==> src/rtl/sdp_ram_stream_fifo_ctrl.sv <==
// Stream FIFO controller around an external simple-dual-port RAM with 1-cycle read latency.
// A 2-entry output buffer absorbs the read latency so the stream runs at one word per cycle.
module sdp_ram_stream_fifo_ctrl #(
    parameter int C_RAM_WIDTH = 64,
    parameter int C_RAM_DEPTH = 512,
    localparam int AW = $clog2(C_RAM_DEPTH)
) (
    input  logic                   clk,
    input  logic                   rst,
    input  logic                   in_valid,
    input  logic [C_RAM_WIDTH-1:0] in_data,
    output logic                   in_ready,
    output logic                   out_valid,
    output logic [C_RAM_WIDTH-1:0] out_data,
    input  logic                   out_ready,
    output logic [AW-1:0]          ram_wrAddr,
    output logic [C_RAM_WIDTH-1:0] ram_datain,
    output logic                   ram_wren,
    output logic [AW-1:0]          ram_rdAddr,
    output logic                   ram_rden,
    input  logic [C_RAM_WIDTH-1:0] ram_dataout,
    output logic [AW+1:0]          level
);

    typedef enum logic [1:0] {
        EMPTY = 2'd0,
        ONE   = 2'd1,
        TWO   = 2'd2
    } buf_state_t;

    localparam logic [AW:0]   DEPTH_C = C_RAM_DEPTH[AW:0];
    localparam logic [AW-1:0] PTR_ONE = {{(AW-1){1'b0}}, 1'b1};

    buf_state_t             state_r, state_s;
    logic [AW-1:0]          wr_ptr_r, rd_ptr_r;
    logic [AW:0]            ram_cnt_r;
    logic                   inflight_r;
    logic [C_RAM_WIDTH-1:0] buf0_r, buf1_r, buf0_s, buf1_s;
    logic [1:0]             buf_cnt_s;
    logic                   push_s, pop_s, wren_s, rden_s;

    // buf0 always holds the oldest word; a push in the cycle of a pop refills the head slot.
    assign push_s = inflight_r;
    assign pop_s  = (state_r != EMPTY) && out_ready;
    assign wren_s = in_valid && (ram_cnt_r < DEPTH_C);
    assign rden_s = (ram_cnt_r != {(AW+1){1'b0}}) &&
                    (({1'b0, buf_cnt_s} + {2'b00, inflight_r}) < (3'd2 + {2'b00, pop_s}));

    assign in_ready   = (ram_cnt_r < DEPTH_C);
    assign ram_wren   = wren_s;
    assign ram_wrAddr = wr_ptr_r;
    assign ram_datain = in_data;
    assign ram_rden   = rden_s;
    assign ram_rdAddr = rd_ptr_r;
    assign out_valid  = (state_r != EMPTY);
    assign out_data   = buf0_r;
    assign level      = {1'b0, ram_cnt_r} + {{(AW+1){1'b0}}, inflight_r} + {{AW{1'b0}}, buf_cnt_s};

    // Occupancy of the output buffer decoded from its state.
    always_comb begin
        buf_cnt_s = 2'd0;
        case (state_r)
            EMPTY:   buf_cnt_s = 2'd0;
            ONE:     buf_cnt_s = 2'd1;
            TWO:     buf_cnt_s = 2'd2;
            default: buf_cnt_s = 2'd0;
        endcase
    end

    // Output buffer next state and contents.
    always_comb begin
        state_s = state_r;
        buf0_s  = buf0_r;
        buf1_s  = buf1_r;
        case (state_r)
            EMPTY: begin
                if (push_s) begin
                    state_s = ONE;
                    buf0_s  = ram_dataout;
                end else begin
                    state_s = EMPTY;
                end
            end
            ONE: begin
                if (push_s && pop_s) begin
                    buf0_s = ram_dataout;
                end else if (push_s) begin
                    state_s = TWO;
                    buf1_s  = ram_dataout;
                end else if (pop_s) begin
                    state_s = EMPTY;
                end else begin
                    state_s = ONE;
                end
            end
            TWO: begin
                if (pop_s) begin
                    buf0_s = buf1_r;
                    if (push_s) begin
                        buf1_s = ram_dataout;
                    end else begin
                        state_s = ONE;
                    end
                end else begin
                    state_s = TWO;
                end
            end
            default: state_s = EMPTY;
        endcase
    end

    // Pointer, count, in-flight and buffer registers; reset discards everything held.
    always_ff @(posedge clk) begin
        if (rst) begin
            wr_ptr_r   <= {AW{1'b0}};
            rd_ptr_r   <= {AW{1'b0}};
            ram_cnt_r  <= {(AW+1){1'b0}};
            inflight_r <= 1'b0;
            state_r    <= EMPTY;
            buf0_r     <= {C_RAM_WIDTH{1'b0}};
            buf1_r     <= {C_RAM_WIDTH{1'b0}};
        end else begin
            if (wren_s) wr_ptr_r <= wr_ptr_r + PTR_ONE;
            if (rden_s) rd_ptr_r <= rd_ptr_r + PTR_ONE;
            ram_cnt_r  <= ram_cnt_r + {{AW{1'b0}}, wren_s} - {{AW{1'b0}}, rden_s};
            inflight_r <= rden_s;
            state_r    <= state_s;
            buf0_r     <= buf0_s;
            buf1_r     <= buf1_s;
        end
    end

endmodule

==> config.mk <==
export PLATFORM = sky130hd
export DESIGN_NAME = sdp_ram_stream_fifo_ctrl
export DESIGN_NICKNAME = d
export VERILOG_FILES = /design/src/rtl/sdp_ram_stream_fifo_ctrl.sv
export SDC_FILE = /design/constraint.sdc
export NUM_CORES = 1
export LEC_CHECK = 0
export BUFFER_PORTS_ARGS = -buffer_cell sky130_fd_sc_hd__buf_4
export CORE_MARGIN = 5
export CORE_UTILIZATION = 49
export DETAILED_ROUTE_END_ITERATION = 8
export HOLD_SLACK_MARGIN = 0.1
export PLACE_DENSITY = 0.81
export SLEW_MARGIN = 30
export SYNTH_ARGS = -nofsm -noshare
export SYNTH_HDL_FRONTEND = slang
export SYNTH_SLANG_ARGS = --single-unit
==> constraint.sdc <==
create_clock -name clk -period 5 [get_ports clk]
set_input_delay 0.5 -clock clk [delete_from_list [all_inputs] [get_ports clk]]
set_output_delay 0.5 -clock clk [all_outputs]
set_load 0.005 [all_outputs]
# [After elaboration in Yosys (flattened, before gate mapping)]
# Cells that the tools add are included.
[totals] inputBits=132 register_bits=159 output_inout_bits=161 wordCells=52
[classes] muxes=16 n_reduce_logical=12 n_eq_ne=7 order_cmp=2 add_sub_neg=8
[op_table] operator="two-way mux 64 bit" count=6
[op_table] operator="one-hot mux 64 bit (3 select lines)" count=1
[op_table] operator="one-hot mux 64 bit (2 select lines)" count=1
[op_table] operator="adder 9 x 1 -> 9 bit, second input constant" count=2
[op_table] operator="adder 10 x 1 -> 11 bit" count=1
[op_table] operator="adder 11 x 2 -> 11 bit" count=1
[op_table] operator="adder 10 x 1 -> 10 bit" count=1
[op_table] operator="less-than comparator 10 bit, second input constant" count=1
[op_table] operator="nonzero test 10 bit" count=1
[op_table] operator="subtractor 10 x 1 -> 10 bit" count=1
[op_table] operator="two-way mux 2 bit" count=4
[op_table] operator="!= test 2 bit, second input constant" count=4
[op_table] operator="one-hot mux 2 bit (3 select lines)" count=1
[op_table] operator="logical AND 1 bit" count=4
[op_table] operator="one-hot mux 2 bit (2 select lines)" count=1
[op_table] operator="AND reduction 4 bit" count=1
[op_table] operator="nonzero test 2 bit" count=2
[op_table] operator="adder 2 x 1 -> 3 bit" count=1
[op_table] operator="adder 2 x 1 -> 3 bit, first input constant" count=1
[op_table] operator="less-than comparator 3 bit" count=1
[op_table] operator="!= test 3 bit, second input constant" count=1
[op_table] operator="AND reduction 3 bit" count=1
[op_table] operator="nonzero test 3 bit" count=1
[op_table] operator="== test 2 x 1 -> 1 bit, second input constant" count=1
[op_table] operator="other kinds (4)" count=5

# [Longest topological paths before layout]
# Gate-level depths: netlist of the first run.
[depth] depth_word=6 mapped_depth=17 depth_no_buf=16

# [Worst setup path after synthesis of the first run]
# No wires, ideal clock.
[synth_path] path_type="register to register" start="register state_r[1]" end="register ram_cnt_r[8]" path_buffers=1 arrival_ns=3.364 path_stages_with_launch=18 synth_period_minus_slack_ns=3.492 t_required_ns=4.872 setup_ns=0.128 path_slack_ns=1.508 path_cell_list="dfxtp_1 > nand2b_1 > inv_1 > clkbuf_1 > ha_1 > o21ai_4 > nand2_4 > inv_1 > ha_1 > inv_1 > ha_1 > inv_1 > fa_1 > nand2b_1 > a2111oi_0 > o31ai_1 > xor2_1 > nor2_1"
[synth_between] elab_chain_cells=6 elab_cells_between_ends=10 classes_between="add/sub: 3; order compare: 1; eq/ne: 2; mux: 1; reduce/logical: 3"
[synth_lines] item="from (decl)" line="34" rtl="buf_state_t state_r, state_s;"
[synth_lines] item="from (signal assigned)" line="127" rtl="state_r <= state_s;"
[synth_lines] item="== test 2 bit (tied with other cells)" line="62" rtl="case (state_r)"
[synth_lines] item="one-hot mux 2 bit (2 select lines) or logical AND 1 bit (tied branches)" line="62, 44"
[synth_lines] item="adder 2 x 1 -> 3 bit" line="47" rtl="(({1'b0, buf_cnt_s} + {2'b00, inflight_r}) < (3'd2 + {2'b00, pop_s}));"
[synth_lines] item="less-than comparator 3 bit *" line="47"
[synth_lines] item="logical AND 1 bit *" line="46" rtl="assign rden_s = (ram_cnt_r != {(AW+1){1'b0}}) &&"
[synth_lines] item="via ram_rden" line="20" rtl="output logic ram_rden,"
[synth_lines] item="subtractor 10 x 1 -> 10 bit *" line="125" rtl="ram_cnt_r <= ram_cnt_r + {{AW{1'b0}}, wren_s} - {{AW{1'b0}}, rden_s};"
[synth_lines] item="to (signal assigned)" line="117" rtl="ram_cnt_r <= {(AW+1){1'b0}};"
[synth_lines] item="to (signal assigned)" line="125"
[synth_lines] item="to (decl)" line="36" rtl="logic [AW:0] ram_cnt_r;"
# Mark *: on every way through the listed nets, which the timed path passes. The rest lies on a longest branch.
# A chain may end at the register's enable or synchronous reset.

# [Worst setup path in the final report of the first run]
[layout_path] start="register state_r[0]" end="register ram_cnt_r[8]"
[layout_between] elab_chain_cells=6 elab_cells_between_ends=10 classes_between="add/sub: 3; order compare: 1; eq/ne: 2; mux: 1; reduce/logical: 3"
[layout_lines] item="== test 2 bit (tied with other cells)" line="62"
[layout_lines] item="one-hot mux 2 bit (2 select lines) or logical AND 1 bit (tied branches)" line="62, 44"
[layout_lines] item="adder 2 x 1 -> 3 bit" line="47"
[layout_lines] item="less-than comparator 3 bit *" line="47"
[layout_lines] item="logical AND 1 bit *" line="46"
[layout_lines] item="subtractor 10 x 1 -> 10 bit *" line="125"
# Every way passes the cells marked *; elsewhere a longest branch is shown, timed or not.

==> impl_metrics.ini, run 1 <==
[placement]
port_buffers = 164
dp_hpwl_um = 11330
placed_cells = 1163
gp_congestion = 0.8538
pre_cts_ws_ps = 1334

[layout]
stdcell_count = 1195
multiInputGateArea_um2 = 3421
syn_to_final_growth_pct = 18.62
nFillCells = 1388
drive_gt1_frac = 0.2115
seq_area_um2 = 3183
fin_nets = 1155
insertedDiodeCount = 0

[die]
io_pins = 293
die_area_um2 = 17670
row_count = 45
chipWidth_um = 132.9
die_h_um = 132.9
coreArea_um2 = 15030
initial_core_util = 0.4925

[global_routing]
antenna_found_initial = 0
grt_pass1_vias = 5844
grt_max_degree = 85
grt_pass1_wl_um = 28460
grt_usage = 0.1938
gr-total-overflow = 0

[drt]
drt-pass1-iter-count = 5
drtIter0Drc = 421
avgRoutedWirePerCell_um = 14.48
drt_wl_total_um = 17310
ant_nets = 0
via_count = 6251
drcViolationCount = 0
viasPerCell = 5.231

[yosys]
syn-num-nets = 1088
synth-edff-count = 0
ys_warn_count = 0
syn_inst = 927
ys.flop_type = dfxtp_1
synth_seq_cells = 159
synth_area_um2 = 7403
ys_types = 44
async_reset_ff_frac = 0
avgSynthCellArea_um2 = 7.986
seq_area_frac_synth = 0.4299

[timing]
fmax_mhz = 267.8
worst_slack_ps = 1265
rsz0062_at_grt = false
final-setup-viol-count = 0
final.setup.tns_ps = 0
final.period_utilization = 0.7469
skew_ps = 10.39
slew_violations = 0
relSlewSlack = 0.4133
tightest_slew_ps = 880.0
min_period_ps = 3735
hold_violations = 0

[setup_path]
worst_ep_required_time_ps = 5300
arrival_ps = 4040
start_kind = flip-flop
worst-path-max-fanout = 8
regToRegSetupSlack_ps = 1270
crit_type = reg2reg
end_kind = flip-flop

[clock_tree]
cts_buffers = 17
postCtsHoldBufs = 0
h-tree-depth = 4
clk_pin_slew_ps = 70
cts_resized = 0
cts_max_path_buffers = 2
cts_tree = built
clk_latency_ps = 420
post_cts_buffers = 0
clock_sinks = 159
cts_root_buf = clkbuf_16

[job]
cap_violations = 0

[pwr]
peakVddDrop_mv = 0.2359
power_density_nw_per_um2 = 483.9
p_leak_nw = 3.692

[status]
status = complete, no violations

[hold_path]
hold_class = in2reg
==> per-layer routing <==
layer,up-vias,track usage,share of wire
met5,-,0,0
met4,0,0.08141,0.020
met3,31,0.05551,0.071
met2,216,0.3163,0.48
met1,2850,0.2399,0.43
li1,3154,-,-
==> power by group <==
group	switching, mW	internal (mW)
Clock	0.561	0.649
Combinational	0.733	0.679
Sequential	0.154	1.47
==> sequential cells by signal, indices dropped and copies added, names as in the netlist <==
name and count:
buf1_r 64, inflight_r 1, out_data 64, ram_cnt_r 10, ram_rdAddr 9, ram_wrAddr 9
state_r 2
==> layout make-up <==
type,instances,area share
Multi-Input combinational cell,625,0.3895
Inverter,19,0.008121
Timing Repair Buffer,172,0.1507
Sequential cell,159,0.3624
Tap cell,188,0.02678
Clock buffer,17,0.04844
Clock inverter,15,0.01396
==> through the flow <==
step	cell area, um2	power [mW]	hold slack, ps	utilization
floorplan	7403	2.554	433.9	-
global placement	8207	3.023	441.3	0.5459
detailed placement	8234	3.073	446.5	0.5477
CTS	8782	4.292	312.5	0.5842
global route	8782	4.521	312.4	0.5842
finish	8782	4.249	329.5	0.5842
==> worst max-delay path, cell delays in order (launching register included) <==
cell	delay, ps
dfxtp_1	370
nor2b_1	230
ha_1	270
nand2b_1	180
o21ai_4	250
nand2_4	110
inv_1	110
ha_1	240
inv_1	60
ha_1	150
inv_1	60
fa_1	400
nand2b_1	180
a2111oi_0	620
o31ai_1	200
xor2_1	160
nor2_1	50
==> placed cells by master (no fill, tap or decap), types with 5 or more instances in the layout <==
cell and count:
a311oi_1 64, ha_1 26, nand2_1 264, nor2_1 99
xor2_1 19, xnor2_1 11, inv_6 6, nand2b_1 5
clkbuf_16 17, dfxtp_1 159, nand3_1 14, a21oi_1 73
and3_1 6, buf_4 170, nor2b_1 8, inv_1 18
==> final timing paths <==
kind | start | endpoint | depth (start not counted)
setup reg to reg | state_r[0] | ram_cnt_r[8] | 16
setup / recovery | state_r[0] | ram_cnt_r[8] | 16
hold reg to reg | buf1_r[39] | buf1_r[39] | 2
hold / removal | ram_dataout[37] | buf1_r[37] | 3
==> logic make-up (layout without fill, tap and decap cells) <==
family / Yosys count / count (layout) / share of synthesized area
fa+ha+maj: 29 / 29 / 0.05205
xor+xnor: 30 / 30 / 0.03549
simple gates: 411 / 411 / 0.2246
compound gates: 153 / 153 / 0.1450
mux: 2 / 2 / 0.002873
flops: 159 / 159 / 0.4299
buf+inv: 143 / 223 / 0.1100
==> synthesized netlist by cell type, types with 2 or more instances <==
master    number  area, um2
o21bai_1       3      22.52
nor2b_1        8      50.05
a311oi_1      64      560.5
ha_1          26      325.3
o31ai_1        2      15.01
xnor2_1       11      96.34
nand2_1      265      994.7
inv_1         19      71.32
fa_1           3      60.06
buf_4         64      480.5
nand3_1       14      70.07
clkbuf_1      40      150.1
and3_1         6      37.54
nand4_1        2      12.51
buf_2         16      80.08
a21oi_1       73      365.4
a221oi_1       2      17.52
and4_1         2      17.52
and2_1         2      12.51
nor2_1        99      371.6
nand2b_1       6      37.54
dfxtp_1      159       3183
buf_1          2      7.510
xor2_1        19      166.4
Power figures use the tool's default switching activity.
==> run 2: changes to the inputs <==
--- a/config.mk
+++ b/config.mk
@@ -5,12 +5,13 @@
 export SDC_FILE = /design/constraint.sdc
 export NUM_CORES = 1
 export LEC_CHECK = 0
+export ABC_AREA = 1
 export BUFFER_PORTS_ARGS = -buffer_cell sky130_fd_sc_hd__buf_4
 export CORE_MARGIN = 5
-export CORE_UTILIZATION = 49
+export CORE_UTILIZATION = 45
 export DETAILED_ROUTE_END_ITERATION = 8
 export HOLD_SLACK_MARGIN = 0.1
-export PLACE_DENSITY = 0.81
+export PLACE_DENSITY = 0.77
 export SLEW_MARGIN = 30
 export SYNTH_ARGS = -nofsm -noshare
 export SYNTH_HDL_FRONTEND = slang
==> constraint.sdc (replaced) <==
create_clock -name clk -period 3.2 [get_ports clk]
set_input_delay 0.32 -clock clk [delete_from_list [all_inputs] [get_ports clk]]
set_output_delay 0.32 -clock clk [all_outputs]
set_load 0.005 [all_outputs]
==> run 2 against run 1 <==
Against the previous run:
- combinational power grew 82%
- sequential cell count did not move
- worst setup slack got worse by 990 ps
- sequential share of layout area down 1.9 points
- first-iteration DRC count fell by 51%
- critical path type unchanged
- clock power up 64%
==> impl_metrics.ini, run 2 <==
[job]
cap_violations = 0

[setup_path]
arrival_ps = 3240
worst_ep_required_time_ps = 3520
critPathBufInv = 6
r2r_cells = 19
r2r_end = ram_cnt_r[8]
worst-path-max-fanout = 4
regToRegSetupSlack_ps = 270
crit_type = reg2reg
crit_family = adder cells
startpoint = state_r[1]
cp_cell_sequence = inv_2 -> nand2_1 -> inv_1 -> ha_1 -> ha_1 -> o21ai_1 -> nand3_1 -> clkinv_1 -> ha_1 -> inv_1 -> ha_1 -> inv_1 -> fa_1 -> inv_1 -> nand3_1 -> nand2_1 -> nand3b_1 -> a21oi_1 -> nor2_1
end_kind = flip-flop
cp_num_cells = 19
start_kind = flip-flop
slowest_delay_ps = 360
r2r_start = state_r[1]
cp-endpoint = ram_cnt_r[8]
crit_path_top_delay_cell = dfxtp_2

[timing]
min_period_ps = 2929
final.setup.tns_ps = 0
rsz0062_at_grt = false
final-setup-viol-count = 0
slew_violations = 0
tightest_slew_ps = 829.9
final.period_utilization = 0.9152
fmax_mhz = 341.4
skew_ps = 20.03
relSlewSlack = 0.4468
hold_violations = 0

[drt]
wl_met3_um = 1173
ant_nets = 0
viasPerCell = 4.849
wl_met2_um = 8379
drt_wl_total_um = 18240
highest_layer = met4
via_count = 6784
drt-met1-wl_um = 8303
avgRoutedWirePerCell_um = 13.04
drt-pass1-iter-count = 4
drtIter0Drc = 206
drcViolationCount = 0

[global_routing]
grt_pass1_wl_um = 29640
grt_max_degree = 79
antenna_found_initial = 0
gr-total-overflow = 0
grt_usage = 0.1783
grt_pass1_vias = 6228

[clock_tree]
cts_resized = 0
h-tree-depth = 4
postCtsHoldBufs = 0
clk_pin_slew_ps = 80
cts_buffers = 17
cts_root_buf = clkbuf_16
cts_tree = built
cts_max_path_buffers = 2
clock_sinks = 159
clk_latency_ps = 430
post_cts_buffers = 0

[yosys]
seq_area_frac_synth = 0.4077
synth_area_leader_cell = dfxtp_1
syn_inst = 1091
syn-num-nets = 1252
avgSynthCellArea_um2 = 7.156
synth_seq_cells = 159
synth-edff-count = 0
synthTopCellsByCount = o21ai_1 (186), nor2_1 (166), dfxtp_1 (159)
async_reset_ff_frac = 0
synth_most_common_cell = o21ai_1
netlist_top_cells_area = dfxtp_1 (41%), o21ai_1 (12%), nor2_1 (8.0%), nand2_1 (7.2%), buf_4 (7.0%)
synth_area_um2 = 7807
ys_types = 30
synth_top_area_frac = 0.4077
ys.flop_type = dfxtp_1
ys_warn_count = 0

[layout]
drive_gt1_frac = 0.1857
nFillCells = 1679
final_common_cell = o21ai_1
insertedDiodeCount = 0
syn_to_final_growth_pct = 18.85
layout_common_cells = o21ai_1 (186), buf_4 (169), nor2_1 (166)
fin_nets = 1322

[pwr]
p_leak_nw = 4.232
power_density_nw_per_um2 = 772.5
power_mw = 7.168
peakVddDrop_mv = 0.5012

[placement]
port_buffers = 164
gp_congestion = 0.7893
dp_hpwl_um = 12600

[die]
die_area_um2 = 20080
initial_core_util = 0.4545
io_pins = 293
die_h_um = 141.7
row_count = 48
coreArea_um2 = 17180
chipWidth_um = 141.7

[status]
status = complete, no violations

[hold_path]
hold_class = in2reg
==> run 2: changes by cell type in the layout (fill, tap and decap cells not counted), sizes merged, moves of 4 or more <==
cell    previous run  this run
o21ai              2       201
a21oi             73        88
xor2              19        12
inv               27       131
nor2              99       169
nand4              2         6
nand3             14        20
nor2b              8         0
xnor2             11         1
nand2b             6         0
and3               6         0
a311oi            64         0
nand2            266       150
==> run 2: worst min-delay path by stage <==
stage                          from          to  slack [ps]  depth (start not counted)
global route         ram_dataout[9]   buf1_r[9]         140                          3
floorplan                 buf1_r[0]   buf1_r[0]         430                          2
global placement         buf1_r[53]  buf1_r[53]         440                          2
CTS                 ram_dataout[36]  buf1_r[36]         140                          3
detailed placement       buf1_r[54]  buf1_r[54]         440                          2
finish              ram_dataout[36]  buf1_r[36]         160                          3
==> run 2: report_power, final <==
group	switching [mW]	internal, mW	total, mW
registers	0.240	2.37	2.61
logic	1.46	1.10	2.56
clock network	0.944	1.05	1.99
total	2.64	4.52	7.17
==> run 2: worst reg2reg max path: cells and delay by family, from the launching register on <==
family	cells	cell delay, ps
AOI/OAI and AO/OA	2	200
adders and majority gates	5	1280
buffers and inverters	6	440
DFF	1	360
and+or+nand+nor	6	560
==> run 2: layer usage <==
layer / global-route usage / vias to the layer above
li1: - / 3567
met1: 0.2330 / 3008
met2: 0.2816 / 171
met3: 0.04853 / 38
met4: 0.06818 / 0
met5: 0 / -
==> run 2: final cells by class <==
cell class                 count  area (um2)  share of cell area
sequential                   159        3184              0.3432
inverter                     124       469.2             0.05057
clock buffer                  17       425.4             0.04585
multi-input combinational    685        3387              0.3650
clock inverter                15       162.7             0.01753
tap                          225       281.5             0.03034
timing repair buffer         174        1369              0.1475
==> run 2: through the flow <==
step	setup WS, ps	area, um2	hold WS (ps)	util	std cells
finish	271.3	9279	158.7	0.5402	1399
global route	55.47	9279	144.8	0.5402	1399
CTS	225.4	9278	144.5	0.5401	1399
detailed placement	241.3	8690	444.3	0.5059	1367
global placement	300.6	8690	437.1	0.5059	1367
floorplan	292.7	7807	429.8	-	1091
==> run 2: cells by family after synthesis <==
| kind of cell | after synthesis | share of synthesized area |
|---|---|---|
| compound gates | 295 | 0.1921 |
| xor+xnor | 13 | 0.01458 |
| fa+ha+maj | 29 | 0.04936 |
| buf+inv | 247 | 0.1611 |
| flops | 159 | 0.4077 |
| simple gates | 348 | 0.1752 |
==> run 3: changes to the inputs <==
--- a/config.mk
+++ b/config.mk
@@ -5,13 +5,12 @@
 export SDC_FILE = /design/constraint.sdc
 export NUM_CORES = 1
 export LEC_CHECK = 0
-export ABC_AREA = 1
 export BUFFER_PORTS_ARGS = -buffer_cell sky130_fd_sc_hd__buf_4
-export CORE_MARGIN = 5
-export CORE_UTILIZATION = 45
+export CORE_MARGIN = 4
+export CORE_UTILIZATION = 44
 export DETAILED_ROUTE_END_ITERATION = 8
 export HOLD_SLACK_MARGIN = 0.1
-export PLACE_DENSITY = 0.77
+export PLACE_DENSITY = 0.76
 export SLEW_MARGIN = 30
 export SYNTH_ARGS = -nofsm -noshare
 export SYNTH_HDL_FRONTEND = slang
==> run 3 against run 2 <==
Against the previous run:
- largest power group unchanged
- critical path depth shrank 3
- largest cell class unchanged
- sequential cell count unchanged
- hold slack got worse by 7.3 ps
- via count fell by 7.3%
- critical path type unchanged
- die area is 5.6% lower
- clock skew decreased by 10 ps
==> impl_metrics.ini, run 3 (synthesis results as in run 1) <==
[status]
status = complete, no violations

[setup_path]
cp-endpoint = ram_cnt_r[8]
end_kind = flip-flop
startpoint = state_r[0]
crit_type = reg2reg
crit_family = adder cells
slowest_delay_ps = 420
start_kind = flip-flop
critPathBufInv = 3
regToRegSetupSlack_ps = 120
cp_cell_sequence = nor2b_4 -> ha_1 -> nand2b_4 -> o21ai_4 -> nand2_4 -> inv_2 -> ha_1 -> inv_1 -> ha_1 -> inv_1 -> fa_2 -> nand2b_4 -> a2111oi_4 -> o31ai_2 -> xor2_1 -> nor2_1
r2r_start = state_r[0]
cp_num_cells = 16
worst_ep_required_time_ps = 3490
crit_path_top_delay_cell = a2111oi_4
r2r_cells = 16
arrival_ps = 3370
r2r_end = ram_cnt_r[8]
crit_path_frequent_cell = ha_1
worst-path-max-fanout = 2

[drt]
via_count = 6287
viasPerCell = 5.058
drt_wl_total_um = 18190
drcViolationCount = 0
drt-pass1-iter-count = 4
ant_nets = 0
drtIter0Drc = 343
avgRoutedWirePerCell_um = 14.63

[timing]
skew_ps = 9.911
final-setup-viol-count = 0
final.period_utilization = 0.9631
hold_slack_ps = 151.4
slew_violations = 0
relSlewSlack = 0.5125
fmax_mhz = 324.5
min_period_ps = 3082
hold_violations = 0
rsz0062_at_grt = true
worst_slack_ps = 118.0
tightest_slew_ps = 731.3

[die]
die_area_um2 = 18970
coreArea_um2 = 16520
row_count = 47
io_pins = 293
initial_core_util = 0.4480
die_h_um = 137.7
chipWidth_um = 137.7

[global_routing]
grt_pass1_vias = 5790
grt_usage = 0.1864
gr-total-overflow = 0
grt_max_degree = 129
antenna_found_initial = 0
grt_pass1_wl_um = 28360

[placement]
pre_cts_ws_ps = 29.92
dp_hpwl_um = 11900
gp_congestion = 0.8404
port_buffers = 164

[pwr]
p_leak_nw = 3.809
power_mw = 7.035
power_density_nw_per_um2 = 773.8
peakVddDrop_mv = 0.4224

[job]
cap_violations = 0

[hold_path]
hold_class = in2reg

[layout]
layout_common_cells = nand2_1 (264), buf_4 (182), dfxtp_1 (157)
fin_nets = 1171
drive_gt1_frac = 0.2346
syn_to_final_growth_pct = 22.80
final_common_cell = nand2_1
insertedDiodeCount = 0

[clock_tree]
cts_tree = built
cts_root_buf = clkbuf_16
post_cts_buffers = 0
h-tree-depth = 4
cts_max_path_buffers = 2
cts_resized = 0
postCtsHoldBufs = 0
clk_latency_ps = 420
clock_sinks = 159
cts_buffers = 17
clk_pin_slew_ps = 70
[run 3: worst min path at each step]
stage | depth (start not counted) | slack [ps] | endpoint | from
after detailed placement | 2 | 450 | buf1_r[33] | buf1_r[33]
after CTS | 3 | 140 | buf1_r[33] | ram_dataout[33]
after floorplan | 2 | 430 | buf1_r[61] | buf1_r[61]
after global placement | 2 | 440 | buf1_r[9] | buf1_r[9]
final | 3 | 150 | buf1_r[44] | ram_dataout[44]
after global routing | 3 | 140 | buf1_r[7] | ram_dataout[7]
[run 3: area by class of cell]
cell class / instances / area, um2
Inverter: 19 / 71.32
Clock inverter: 13 / 151.4
Timing Repair Buffer: 188 / 1478
Fill cell: 1554 / 7433
Clock buffer: 19 / 442.9
Sequential cell: 159 / 3186
Multi-Input combinational cell: 625 / 3487
Tap cell: 220 / 275.3
[run 3: per-stage QoR]
step | area (um2) | TNS (ps) | std cells | utilization
final | 9091 | 0 | 1243 | 0.5502
after global placement | 8431 | 0 | 1211 | 0.5102
after global routing | 9091 | -87.65 | 1243 | 0.5502
after CTS | 9025 | 0 | 1243 | 0.5462
after floorplan | 7413 | 0 | 927 | -
after detailed placement | 8431 | 0 | 1211 | 0.5102
[run 3: metal layers]
metal,GRT usage,up-vias,routed length [um]
met1,0.2328,2912,7883
met3,0.05734,19,1343
met5,0,-,0
met2,0.3099,173,8807
met4,0.05488,0,151
li1,-,3183,-
[run 3: worst min-delay path, cell delays in order]
cell	delay, ps
buf_4	110
nand2_1	50
a21oi_1	50
[run 3: report_power, final]
part | leakage (nW) | switching, mW | internal [mW]
clock network | 0.283 | 0.858 | 1.19
logic | 2.22 | 1.27 | 1.21
registers | 1.30 | 0.208 | 2.30
